### src/rtl/cmp_sched_pkg.sv
// cmp_sched_pkg: op codes and op width shared by the compare scheduler.
package cmp_sched_pkg;
    localparam int OP_W = 2;
    typedef enum logic [OP_W-1:0] {OP_EQ, OP_NEQ, OP_LT, OP_GE} op_e;
endpackage

### src/rtl/rr_arbiter.sv
// rr_arbiter: round-robin one-hot grant starting at ptr, wrapping past N-1 to 0.
module rr_arbiter #(
    parameter int N = 4,
    parameter int PW = $clog2(N)
) (
    input  logic [N-1:0]  req,
    input  logic [PW-1:0] ptr,
    input  logic          en,
    output logic [N-1:0]  gnt
);
    int s;
    logic [PW-1:0] idx;
    always_comb begin
        gnt = '0;
        s = 0;
        idx = '0;
        // Scan farthest-first so the nearest requester at or after ptr wins last.
        for (int k = N - 1; k >= 0; k--) begin
            s = int'(ptr) + k;
            s = s >= N ? s - N : s;
            idx = PW'(s);
            if (en && req[idx]) begin
                gnt = '0;
                gnt[idx] = 1'b1;
            end
        end
    end
endmodule

### src/rtl/cmp_sched.sv
// cmp_sched: round-robin scheduler sharing one compare unit across NREQ requesters.
// Define CMP_SCHED_STATS_EN to enable the completed-response counter on stat_count.
module cmp_sched
    import cmp_sched_pkg::*;
#(
    parameter int NREQ = 4,
    parameter int W = 8,
    localparam int IW = $clog2(NREQ)
) (
    input  logic               clock,
    input  logic               reset,
    input  logic [NREQ-1:0]    req_valid,
    output logic [NREQ-1:0]    req_ready,
    input  logic [NREQ*W-1:0]  req_a,
    input  logic [NREQ*W-1:0]  req_b,
    input  logic [NREQ*OP_W-1:0] req_op,
    output logic               rsp_valid,
    input  logic               rsp_ready,
    output logic [IW-1:0]      rsp_id,
    output logic               rsp_y,
    output logic [31:0]        stat_count
);
    logic [IW-1:0] ptr, gid;
    logic [W-1:0] a, b;
    op_e op;
    logic y, free;
    assign free = !rsp_valid || rsp_ready;
    // Gating with reset keeps req_ready low for the whole reset assertion.
    rr_arbiter #(.N(NREQ)) u_arb (
        .req(req_valid),
        .ptr(ptr),
        .en(free && reset),
        .gnt(req_ready)
    );
    always_comb begin
        gid = '0;
        for (int i = 0; i < NREQ; i++) gid = req_ready[i] ? IW'(i) : gid;
    end
    assign a = req_a[gid*W +: W];
    assign b = req_b[gid*W +: W];
    assign op = op_e'(req_op[gid*OP_W +: OP_W]);
    assign y = op == OP_EQ ? a == b : op == OP_NEQ ? a != b : op == OP_LT ? a < b : a >= b;
    always_ff @(posedge clock or negedge reset) begin
        if (!reset) begin
            rsp_valid <= 1'b0;
            rsp_id <= '0;
            rsp_y <= 1'b0;
            ptr <= '0;
        end else if (|req_ready) begin
            rsp_valid <= 1'b1;
            rsp_id <= gid;
            rsp_y <= y;
            ptr <= gid == IW'(NREQ - 1) ? '0 : gid + 1'b1;
        end else if (rsp_ready) begin
            rsp_valid <= 1'b0;
        end
    end
`ifdef CMP_SCHED_STATS_EN
    always_ff @(posedge clock or negedge reset) begin
        if (!reset) stat_count <= '0;
        else if (rsp_valid && rsp_ready) stat_count <= stat_count + 32'd1;
    end
`else
    assign stat_count = '0;
`endif
endmodule

### config.mk
export PLATFORM = sky130hd
export DESIGN_NAME = cmp_sched
export DESIGN_NICKNAME = d
export VERILOG_FILES = /design/src/rtl/cmp_sched_pkg.sv /design/src/rtl/rr_arbiter.sv /design/src/rtl/cmp_sched.sv
export SDC_FILE = /design/constraint.sdc
export NUM_CORES = 1
export LEC_CHECK = 0
export BUFFER_PORTS_ARGS = -buffer_cell sky130_fd_sc_hd__clkbuf_2
export CORE_MARGIN = 5
export CORE_UTILIZATION = 46
export DETAILED_ROUTE_END_ITERATION = 8
export PLACE_DENSITY_LB_ADDON = 0.12
export SLEW_MARGIN = 5
export SYNTH_ARGS = -nofsm -noshare
export SYNTH_HDL_FRONTEND = slang
export SYNTH_SLANG_ARGS = --single-unit
### constraint.sdc
create_clock -name clock -period 6.7 [get_ports clock]
set_input_delay 0.67 -clock clock [delete_from_list [all_inputs] [get_ports clock]]
set_output_delay 0.67 -clock clock [all_outputs]
set_load 0.02 [all_outputs]
==> results of run 1 <==
-- worst max path at each step --
stage / from / to / slack, ns / cells past startpoint
floorplan: ptr[1] / rsp_y / 2.17 / 20
global placement: ptr[0] / rsp_y / 1.71 / 18
detailed placement: ptr[0] / rsp_y / 1.58 / 18
CTS: ptr[0] / rsp_y / 1.56 / 18
global route: ptr[0] / rsp_y / 1.11 / 18
finish: ptr[0] / rsp_y / 1.58 / 18
-- area by class of cell --
cell class	count	area, sq um	share of cell area
multi-input cells	193	1350	0.647
repair buffers	88	445	0.213
flip-flops and latches	6	150	0.0718
well taps	48	60.1	0.0287
clock buffers	3	41.3	0.0197
inverters	11	41.3	0.0197
-- power groups by stage --
stage / clock network (mW) / logic [mW] / registers (mW)
3_3_place_gp: 0 / 0.749 / 0.0837
2_1_floorplan: 0 / 0.613 / 0.0842
3_5_place_dp: 0 / 0.747 / 0.0851
4_1_cts: 0.0550 / 0.752 / 0.0846
6_report: 0.0543 / 0.748 / 0.0840
5_1_grt: 0.0577 / 0.840 / 0.0884
-- cell families (layout without fill, tap and decap cells) --
logic type                 Yosys count  count (layout)  synth area share
other                                1              32           0.00218
AOI/OAI and AO/OA                   64              64             0.273
adders and majority gates           16              16             0.116
muxes                               25              25             0.175
and+or+nand+nor                     56              56             0.151
buffers and inverters               56             102             0.195
DFF                                  6               6            0.0871
-- metrics by stage --
stage	std cells	setup slack [ns]
2_1_floorplan	255	2.17
3_3_place_gp	346	1.71
3_5_place_dp	346	1.58
4_1_cts	349	1.56
5_1_grt	349	1.11
6_report	349	1.58
-- sequential cells by signal (all words and copies together), names as in the netlist --
register and cells:
rsp_id 2, rsp_y 1, ptr 2, rsp_valid 1
-- cells in the mapped netlist, types with 2 or more instances --
| library cell | n |
|---|---|
| buf_4 | 33 |
| nor2_1 | 22 |
| mux2i_1 | 20 |
| a211oi_1 | 17 |
| ha_1 | 16 |
| a21oi_1 | 12 |
| nand2_1 | 11 |
| inv_1 | 10 |
| a21o_1 | 9 |
| clkbuf_1 | 9 |
| dfrtp_1 | 6 |
| nand2b_1 | 5 |
| nand3_1 | 5 |
| mux4_2 | 4 |
| and2_1 | 3 |
| o21ai_0 | 3 |
| o22ai_1 | 3 |
| a211o_1 | 2 |
| a221o_1 | 2 |
| a311oi_1 | 2 |
| a31oi_1 | 2 |
| a32oi_2 | 2 |
| buf_2 | 2 |
| nand4_1 | 2 |
| nor2b_1 | 2 |
| nor3_1 | 2 |
| o211ai_1 | 2 |
| or3_1 | 2 |
-- layer usage --
layer / GRT usage / vias to the layer above
li1: - / 908
met1: 0.219 / 787
met2: 0.284 / 94
met3: 0.0369 / 4
met4: 0.0438 / 0
met5: 0 / -
-- critical path, stage by stage (launching register included) --
cell and delay, ns:
dfrtp_1 0.63, inv_1 0.19, ha_1 0.42, mux4_2 0.42, a211oi_1 0.32, o21ai_1 0.17, nand2_1 0.77, mux2i_1 0.28
a211oi_1 0.10, a21o_1 0.19, ha_1 0.29, nand3_1 0.10, o22ai_1 0.14, o21a_1 0.12, o21ai_0 0.07, a211o_1 0.27
or3_1 0.30, o211ai_1 0.08, a31oi_1 0.09
==> key figures, run 1 <==
Detailed routing
  • WL final: 4480 microns
  • Final ANT Viol Nets: 0
  • DR pass1 iterations: 4
  • DR iter-0 viols: 104
  • DR vias: 1793
  • Wire length on met1: 1930 microns
  • Vias per cell: 5.14
  • Top Layer Used: met4
  • WL met2: 2040 microns
  • Detailed-route DRC error count: 0
  • Routed len/inst: 12.8 microns
  • Met3 wire len: 474 microns

STA
  • Hold Fails Final Rpt: 0
  • Worst Skew: 0.000788 ns
  • Final setup fails: 0
  • Fin Hold WS: 0.284 ns
  • Slew at the pin with the worst max-slew slack: 1.01 ns
  • F_max: 0.195 GHz
  • Unrepaired setup endpoints after global routing: no
  • Setup TNS: 0 ns
  • Max_slew headroom: 0.324
  • Tcrit/Tclk final: 0.764
  • Post-layout min period: 5.12 ns
  • Slew Viols, Final: 0

Critical path
  • R2R setup slack: 1.58 ns
  • Worst Reg2Reg Path Length in Cells: 18
  • Critical path peak fanout: 20
  • Setup crit end kind: register
  • Reg2reg end: rsp_y
  • Required @ worst endpoint: 6.79 ns
  • Crit start category: register
  • R2R Path Start: ptr[0]
  • WP data arrival: 5.21 ns
  • Crit path kind: register to register

Layout
  • Area Growth Syn to Fin: 21.4%
  • Post-route core utilization: 0.575
  • Final Net Count: 398
  • Final Instance Area: 2090 sq um
  • Layout cells sized above 1: 0.332
  • ANT cells: 0
  • Commonest non-fill, non-tap cell in the layout: clkbuf_2
  • Most frequent cells in the layout: clkbuf_2, conb_1, nor2_1
  • Number of fill cells: 367

Clock network
  • Max Buffers Root-to-Sink: 2
  • H-tree depth: 1
  • Post_cts resized: 0
  • Clock net sink count: 6
  • Post-CTS setup buffers: 0
  • TritonCTS clock tree: yes
  • Clk root buf: clkbuf_8
  • Clk pin slew, worst setup/hold paths: 0.04 ns
  • Clk Latency, worst-skew pair: 0.22 ns
  • Total CTS buffers: 3
  • Hold_buf cts: 0

Run status
  • Status: complete, no violations

Power
  • Switching share of power: 0.517
  • Clk pwr share: 0.061
  • Internal power: 0.428 mW
  • Leak Pwr: 1.23 nW
  • Logic pwr share: 0.844
  • Switch Pwr: 0.458 mW
  • Reg power frac: 0.095
  • Total Power: 0.886 mW
  • Peak supply drop: 0.235 mV
  • P per Cell Area: 424 nW/um^2

Synth
  • Syn Std Cell Area: 1720 sq um
  • Number of synthesized flops with an enable pin: 0
  • Post-synth ARST share: 1.00
  • Mean Syn Cell Area: 7.69 sq um
  • Yosys top cell area share: 0.144
  • Cell type with the largest total area after synthesis: buf_4
  • YS warnings: 0
  • Ranking of synthesized cells by area: buf_4, ha_1, mux2i_1
  • Synth cell types: 42
  • Seq cells post-synth: 6
  • Synth Instances: 224
  • Sequential fraction of the synthesis area: 0.0871
  • Top FF cell, synth: dfrtp_1

Placed design
  • Gpl congestion: 0.788
  • Hpwl dp: 3850 microns
  • Area post-placement: 2050 sq um
  • Port Buf Inserts: 86

Floorplan
  • DIE HEIGHT: 71.2 microns
  • Starting Density: 0.474
  • Die Area: 5070 sq um
  • Row cnt: 22
  • Width of the chip: 71.2 microns
  • IO Count: 119
  • Core area: 3630 sq um

Global route
  • Total Routing Usage GR: 0.169
  • First-pass GRT wire length: 7240 microns
  • Vias in the first global route: 1681
  • Total congestion overflow: 0
  • Initial antenna violation count: 0
  • Pin count of the biggest net entering global routing: 40

Worst hold path
  • Worst Hold Class: input port to asynchronous set/reset pin

Job
  • Max-cap violation count: 0
Power figures use the tool's default switching activity.
==> inputs of run 2 (changes only) <==
- CORE_UTILIZATION: 46 -> 43
- clock period: 6.7 -> 4.75 ns (I/O delays scaled with it)
==> key figures, run 2 (synthesis gave the netlist of run 1 again) <==
Power
  • Reg power frac: 0.074 (was 0.095)
  • Logic pwr share: 0.866 (was 0.844)
  • Clk pwr share: 0.060 (was 0.061)
  • Peak supply drop: 0.284 mV (was 0.235 mV)
  • Switch Pwr: 0.656 mW (was 0.458 mW)
  • Internal power: 0.623 mW (was 0.428 mW)
  • Switching share of power: 0.513 (was 0.517)
  • P per Cell Area: 600 nW/um^2 (was 424 nW/um^2)
  • Leak Pwr: 1.25 nW (was 1.23 nW)

Placed design
  • Gpl congestion: 0.789 (was 0.788)
  • Dpl cells: 353 (was 346)
  • Area post-placement: 2090 sq um (was 2050 sq um)
  • Hpwl dp: 3890 microns (was 3850 microns)
  • Port Buf Inserts: 86 (unchanged)

Clock network
  • Post_cts resized: 0 (unchanged)
  • Total CTS buffers: 3 (unchanged)
  • Clk pin slew, worst setup/hold paths: 0.04 ns (about the same)
  • Clk root buf: clkbuf_8 (unchanged)
  • H-tree depth: 1 (unchanged)
  • TritonCTS clock tree: yes (unchanged)
  • Clock net sink count: 6 (unchanged)
  • Post-CTS setup buffers: 0 (unchanged)
  • Hold_buf cts: 0 (unchanged)
  • Max Buffers Root-to-Sink: 2 (unchanged)
  • Clk Latency, worst-skew pair: 0.22 ns (about the same)

Job
  • Max-cap violation count: 0 (unchanged)

STA
  • Tcrit/Tclk final: 0.901 (was 0.764)
  • Post-layout min period: 4.28 ns (was 5.12 ns)
  • Unrepaired setup endpoints after global routing: no (unchanged)
  • Slew at the pin with the worst max-slew slack: 0.588 ns (was 1.01 ns)
  • Hold Fails Final Rpt: 0 (unchanged)
  • F_max: 0.234 GHz (was 0.195 GHz)
  • Fin Hold WS: 0.0918 ns (was 0.284 ns)
  • Slew Viols, Final: 0 (unchanged)
  • Max_slew headroom: 0.607 (was 0.324)
  • Final setup fails: 0 (unchanged)
  • Setup TNS: 0 ns (unchanged)
  • Worst Skew: 0.00171 ns (was 0.000788 ns)

Detailed routing
  • WL final: 4550 microns (was 4480 microns)
  • Detailed-route DRC error count: 0 (unchanged)
  • Final ANT Viol Nets: 0 (unchanged)
  • DR iter-0 viols: 62 (was 104)
  • DR pass1 iterations: 4 (unchanged)
  • DR vias: 1760 (was 1793)
  • Vias per cell: 4.94 (was 5.14)
  • Routed len/inst: 12.8 microns (about the same)

Floorplan
  • Core area: 3940 sq um (was 3630 sq um)
  • DIE HEIGHT: 73.3 microns (was 71.2 microns)
  • Width of the chip: 73.3 microns (was 71.2 microns)
  • IO Count: 119 (unchanged)
  • Row cnt: 23 (was 22)
  • Starting Density: 0.437 (was 0.474)
  • Die Area: 5370 sq um (was 5070 sq um)

Layout
  • Post-route core utilization: 0.540 (was 0.575)
  • Non-filler cells, final: 356 (was 349)
  • Final Net Count: 403 (was 398)
  • Layout cells sized above 1: 0.343 (was 0.332)
  • Commonest non-fill, non-tap cell in the layout: clkbuf_2 (unchanged)
  • ANT cells: 0 (unchanged)
  • Area Growth Syn to Fin: 23.7% (was 21.4%)
  • Number of fill cells: 373 (was 367)
  • Most frequent cells in the layout: clkbuf_2, conb_1, nor2_1 (unchanged)
  • Final Instance Area: 2130 sq um (was 2090 sq um)
  • Top flop regs: ptr: 2 flops, rsp_id: 2 flops (unchanged)

Critical path
  • Setup crit end kind: register (unchanged)
  • Crit start category: register (unchanged)
  • Critical path peak fanout: 16 (was 20)
  • Crit path kind: register to register (unchanged)
  • Required @ worst endpoint: 4.84 ns (was 6.79 ns)
  • WP data arrival: 4.37 ns (was 5.21 ns)

Global route
  • Initial antenna violation count: 0 (unchanged)
  • Total Routing Usage GR: 0.172 (was 0.169)
  • First-pass GRT wire length: 7560 microns (was 7240 microns)
  • Total congestion overflow: 0 (unchanged)
  • Pin count of the biggest net entering global routing: 40 (unchanged)
  • Vias in the first global route: 1708 (was 1681)

Run status
  • Status: complete, no violations (unchanged)

Worst hold path
  • Worst Hold Class: input port to asynchronous set/reset pin (unchanged)
run 2: cell count changes in the layout (fill, tap and decap cells not counted), sizes merged:
cell / before / now
buf: 2 / 7
run 2: worst paths after layout:
| check | from | end | slack [ns] | cells past startpoint |
|---|---|---|---|---|
| min reg2reg | rsp_id[0] | rsp_id[0] | 0.54 | 2 |
| max in group asynchronous | reset | ptr[1] | 4.48 | 1 |
| min | reset | rsp_id[1] | 0.09 | 1 |
| min in group clock | rsp_id[0] | rsp_id[0] | 0.54 | 2 |
| max | ptr[0] | rsp_y | 0.47 | 19 |
| max reg2reg | ptr[0] | rsp_y | 0.47 | 19 |
run 2: stage by stage:
step                      setup WS (ns)  power, mW
final                             0.471       1.28
after detailed placement          0.474       1.21
after global routing             0.0456       1.45
after CTS                         0.442       1.29
after floorplan                   0.221      0.983
after global placement            0.628       1.20
run 2: power by group through the flow:
stage                     clock, mW  combinational, mW  sequential [mW]
after floorplan                   0              0.864            0.119
after global placement            0               1.11           0.0948
after detailed placement          0               1.11           0.0948
after CTS                    0.0772               1.12           0.0946
after global routing         0.0794               1.27           0.0979
final                        0.0766               1.11           0.0948
run 2: metal layers:
metal / GRT usage / share of wire / vias to the layer above
li1: - / - / 921
met1: 0.235 / 0.42 / 756
met2: 0.279 / 0.47 / 78
met3: 0.0369 / 0.10 / 5
met4: 0.0362 / 0.0086 / 0
met5: 0 / 0 / -
run 2: layout make-up:
type                       count  area (sq um)  share of cell area
inverter                      11          41.3              0.0194
multi-input combinational    193          1350               0.635
clock buffer                   3          41.3              0.0194
sequential                     6           150              0.0705
tap                           50          62.6              0.0294
timing repair buffer          93           483               0.227
run 2: worst max-delay path, stage by stage (launching register included):
cell	delay [ns]
dfrtp_1	0.33
inv_1	0.09
ha_1	0.40
mux4_2	0.42
a211oi_1	0.36
o21ai_1	0.17
nand2_1	0.10
buf_4	0.27
mux2i_1	0.24
a211oi_1	0.09
a21o_1	0.18
ha_1	0.29
nand3_1	0.10
o22ai_1	0.14
o21a_1	0.12
o21ai_0	0.06
a211o_1	0.27
or3_1	0.31
o211ai_1	0.09
a31oi_1	0.10
==> inputs of run 3 (changes only) <==
- ABC_AREA: default -> 1
==> key figures, run 3 <==
Placed design
  • Hpwl dp: 4080 microns (was 3890 microns)
  • Gpl congestion: 0.804 (was 0.789)
  • Pre-CTS WS: 0.800 ns (was 0.474 ns)
  • Port Buf Inserts: 86 (unchanged)

Global route
  • Total congestion overflow: 0 (unchanged)
  • Initial antenna violation count: 0 (unchanged)
  • Pin count of the biggest net entering global routing: 25 (was 40)
  • First-pass GRT wire length: 7890 microns (was 7560 microns)
  • Vias in the first global route: 1801 (was 1708)
  • Total Routing Usage GR: 0.176 (was 0.172)

Floorplan
  • Die Area: 5470 sq um (was 5370 sq um)
  • DIE HEIGHT: 74.0 microns (was 73.3 microns)
  • Starting Density: 0.443 (was 0.437)
  • IO Count: 119 (unchanged)
  • Core area: 3970 sq um (was 3940 sq um)
  • Width of the chip: 74.0 microns (was 73.3 microns)
  • Row cnt: 23 (unchanged)

Clock network
  • Hold_buf cts: 0 (unchanged)
  • Clk pin slew, worst setup/hold paths: 0.04 ns (about the same)
  • Clock net sink count: 6 (unchanged)
  • Post-CTS setup buffers: 0 (unchanged)
  • Max Buffers Root-to-Sink: 2 (unchanged)
  • Total CTS buffers: 3 (unchanged)
  • Clk Latency, worst-skew pair: 0.22 ns (about the same)
  • Post_cts resized: 0 (unchanged)
  • H-tree depth: 1 (unchanged)
  • Clk root buf: clkbuf_8 (unchanged)
  • TritonCTS clock tree: yes (unchanged)

Detailed routing
  • Detailed-route DRC error count: 0 (unchanged)
  • DR vias: 1921 (was 1760)
  • WL final: 4800 microns (was 4550 microns)
  • Final ANT Viol Nets: 0 (unchanged)
  • Routed len/inst: 11.8 microns (was 12.8 microns)
  • DR pass1 iterations: 4 (unchanged)
  • DR iter-0 viols: 75 (was 62)
  • Vias per cell: 4.72 (was 4.94)

STA
  • F_max: 0.254 GHz (was 0.234 GHz)
  • Post-layout min period: 3.94 ns (was 4.28 ns)
  • Worst Skew: 0.00257 ns (was 0.00171 ns)
  • Setup TNS: 0 ns (unchanged)
  • Final setup fails: 0 (unchanged)
  • Final setup margin: 0.809 ns (was 0.471 ns)
  • Tcrit/Tclk final: 0.830 (was 0.901)
  • Slew Viols, Final: 0 (unchanged)
  • Hold Fails Final Rpt: 0 (unchanged)
  • Unrepaired setup endpoints after global routing: no (unchanged)

Synth
  • Sequential fraction of the synthesis area: 0.0853 (was 0.0871)
  • Cell type with the largest total area after synthesis: nand2_1 (was buf_4)
  • Yosys top cell area share: 0.160 (was 0.144)
  • Seq cells post-synth: 6 (unchanged)
  • Top FF cell, synth: dfrtp_1 (unchanged)
  • Most frequent cell after synthesis: nand2_1 (was buf_4)
  • Ranking of synthesized cells by area: nand2_1, buf_4, ha_1 (was buf_4, ha_1, mux2i_1)
  • Syn Std Cell Area: 1760 sq um (was 1720 sq um)
  • Commonest cells in the netlist: nand2_1, buf_4, inv_1 (was buf_4, nor2_1, mux2i_1)
  • Post-synth ARST share: 1.00 (unchanged)
  • Synth Instances: 277 (was 224)
  • Number of synthesized flops with an enable pin: 0 (unchanged)
  • Mean Syn Cell Area: 6.35 sq um (was 7.69 sq um)
  • Synth cell types: 31 (was 42)
  • YS warnings: 0 (unchanged)

Critical path
  • Crit path kind: register to register (unchanged)
  • WP buf/inv: 5 (was 2)
  • Required @ worst endpoint: 4.86 ns (was 4.84 ns)
  • Crit start category: register (unchanged)
  • Setup crit end kind: register (unchanged)
  • WP data arrival: 4.05 ns (was 4.37 ns)
  • Crit path max-delay family: simple AND/OR/NAND/NOR gates (was compound AO/OA/AOI/OAI gates)
  • Most used cell, CP: nand3_1
  • R2R setup slack: 0.81 ns (was 0.47 ns)
  • Critical path peak fanout: 24 (was 16)
  • Slowest cell on crit path: dfrtp_1 (was mux4_2)
  • CP peak stage delay: 0.51 ns (was 0.42 ns)

Layout
  • Layout cells sized above 1: 0.333 (was 0.343)
  • Most frequent cells in the layout: clkbuf_2, nand2_1, conb_1 (was clkbuf_2, conb_1, nor2_1)
  • Area Growth Syn to Fin: 19.0% (was 23.7%)
  • Number of fill cells: 446 (was 373)
  • Final Net Count: 454 (was 403)
  • ANT cells: 0 (unchanged)
  • Commonest non-fill, non-tap cell in the layout: clkbuf_2 (unchanged)
  • Top flop regs: ptr: 2 flops, rsp_id: 2 flops (unchanged)

Run status
  • Status: complete, no violations (unchanged)

Job
  • Max-cap violation count: 0 (unchanged)

Power
  • P per Cell Area: 958 nW/um^2 (was 600 nW/um^2)
  • Peak supply drop: 0.439 mV (was 0.284 mV)
  • Leak Pwr: 1.23 nW (was 1.25 nW)

Worst hold path
  • Worst Hold Class: input port to asynchronous set/reset pin (unchanged)
-- run 3: cell count changes in the layout (fill, tap and decap cells not counted), moves of 7 or more --
cell,before,now
a21o_1,9,0
inv_1,10,22
nand2_1,11,75
a32o_1,1,8
nand3_1,5,19
a211oi_1,17,1
mux2i_1,20,0
nand2_2,0,7
-- run 3: worst paths after layout --
check,depth (start not counted),from,to
max,28,ptr[0],rsp_y
min,1,reset,rsp_y
max reg2reg,28,ptr[0],rsp_y
min reg2reg,2,rsp_id[1],rsp_id[1]
max in group asynchronous,1,reset,rsp_id[1]
min in group clock,2,rsp_id[1],rsp_id[1]
-- run 3: per-layer routing --
metal	wire, microns	global-route usage
met2	2240	0.284
met3	403	0.0243
met1	2120	0.251
met5	0	0
met4	38	0.0302
-- run 3: area by class of cell --
type,instances,area [sq um],area share
repair buffers,88,445,0.213
flip-flops and latches,6,150,0.0717
well taps,50,62.6,0.0299
inverters,28,113,0.0538
multi-input cells,232,1280,0.612
clock buffers,3,41.3,0.0197
-- run 3: logic make-up after synthesis --
family          after synthesis  share of synthesized area
simple gates                133                      0.348
buf+inv                      70                      0.252
other cells                   1                    0.00213
compound gates               51                      0.198
fa+ha+maj                    16                      0.114
flops                         6                     0.0853
-- run 3: power by group --
group | internal (mW) | switching, mW | total (mW)
registers | 0.0837 | 0.0288 | 0.112
clock network | 0.0543 | 0.0205 | 0.0748
logic | 0.666 | 1.15 | 1.82
total | 0.804 | 1.20 | 2.00
-- run 3: metrics by stage --
stage	power, mW	std cells	util	cell area, sq um	hold slack (ns)
2_1_floorplan	1.70	308	-	1880	0.179
3_3_place_gp	1.94	404	0.517	2050	0.315
3_5_place_dp	1.95	404	0.517	2050	0.320
4_1_cts	2.04	407	0.527	2090	0.0895
5_1_grt	2.35	407	0.527	2090	0.0987
6_report	2.00	407	0.527	2090	0.0871
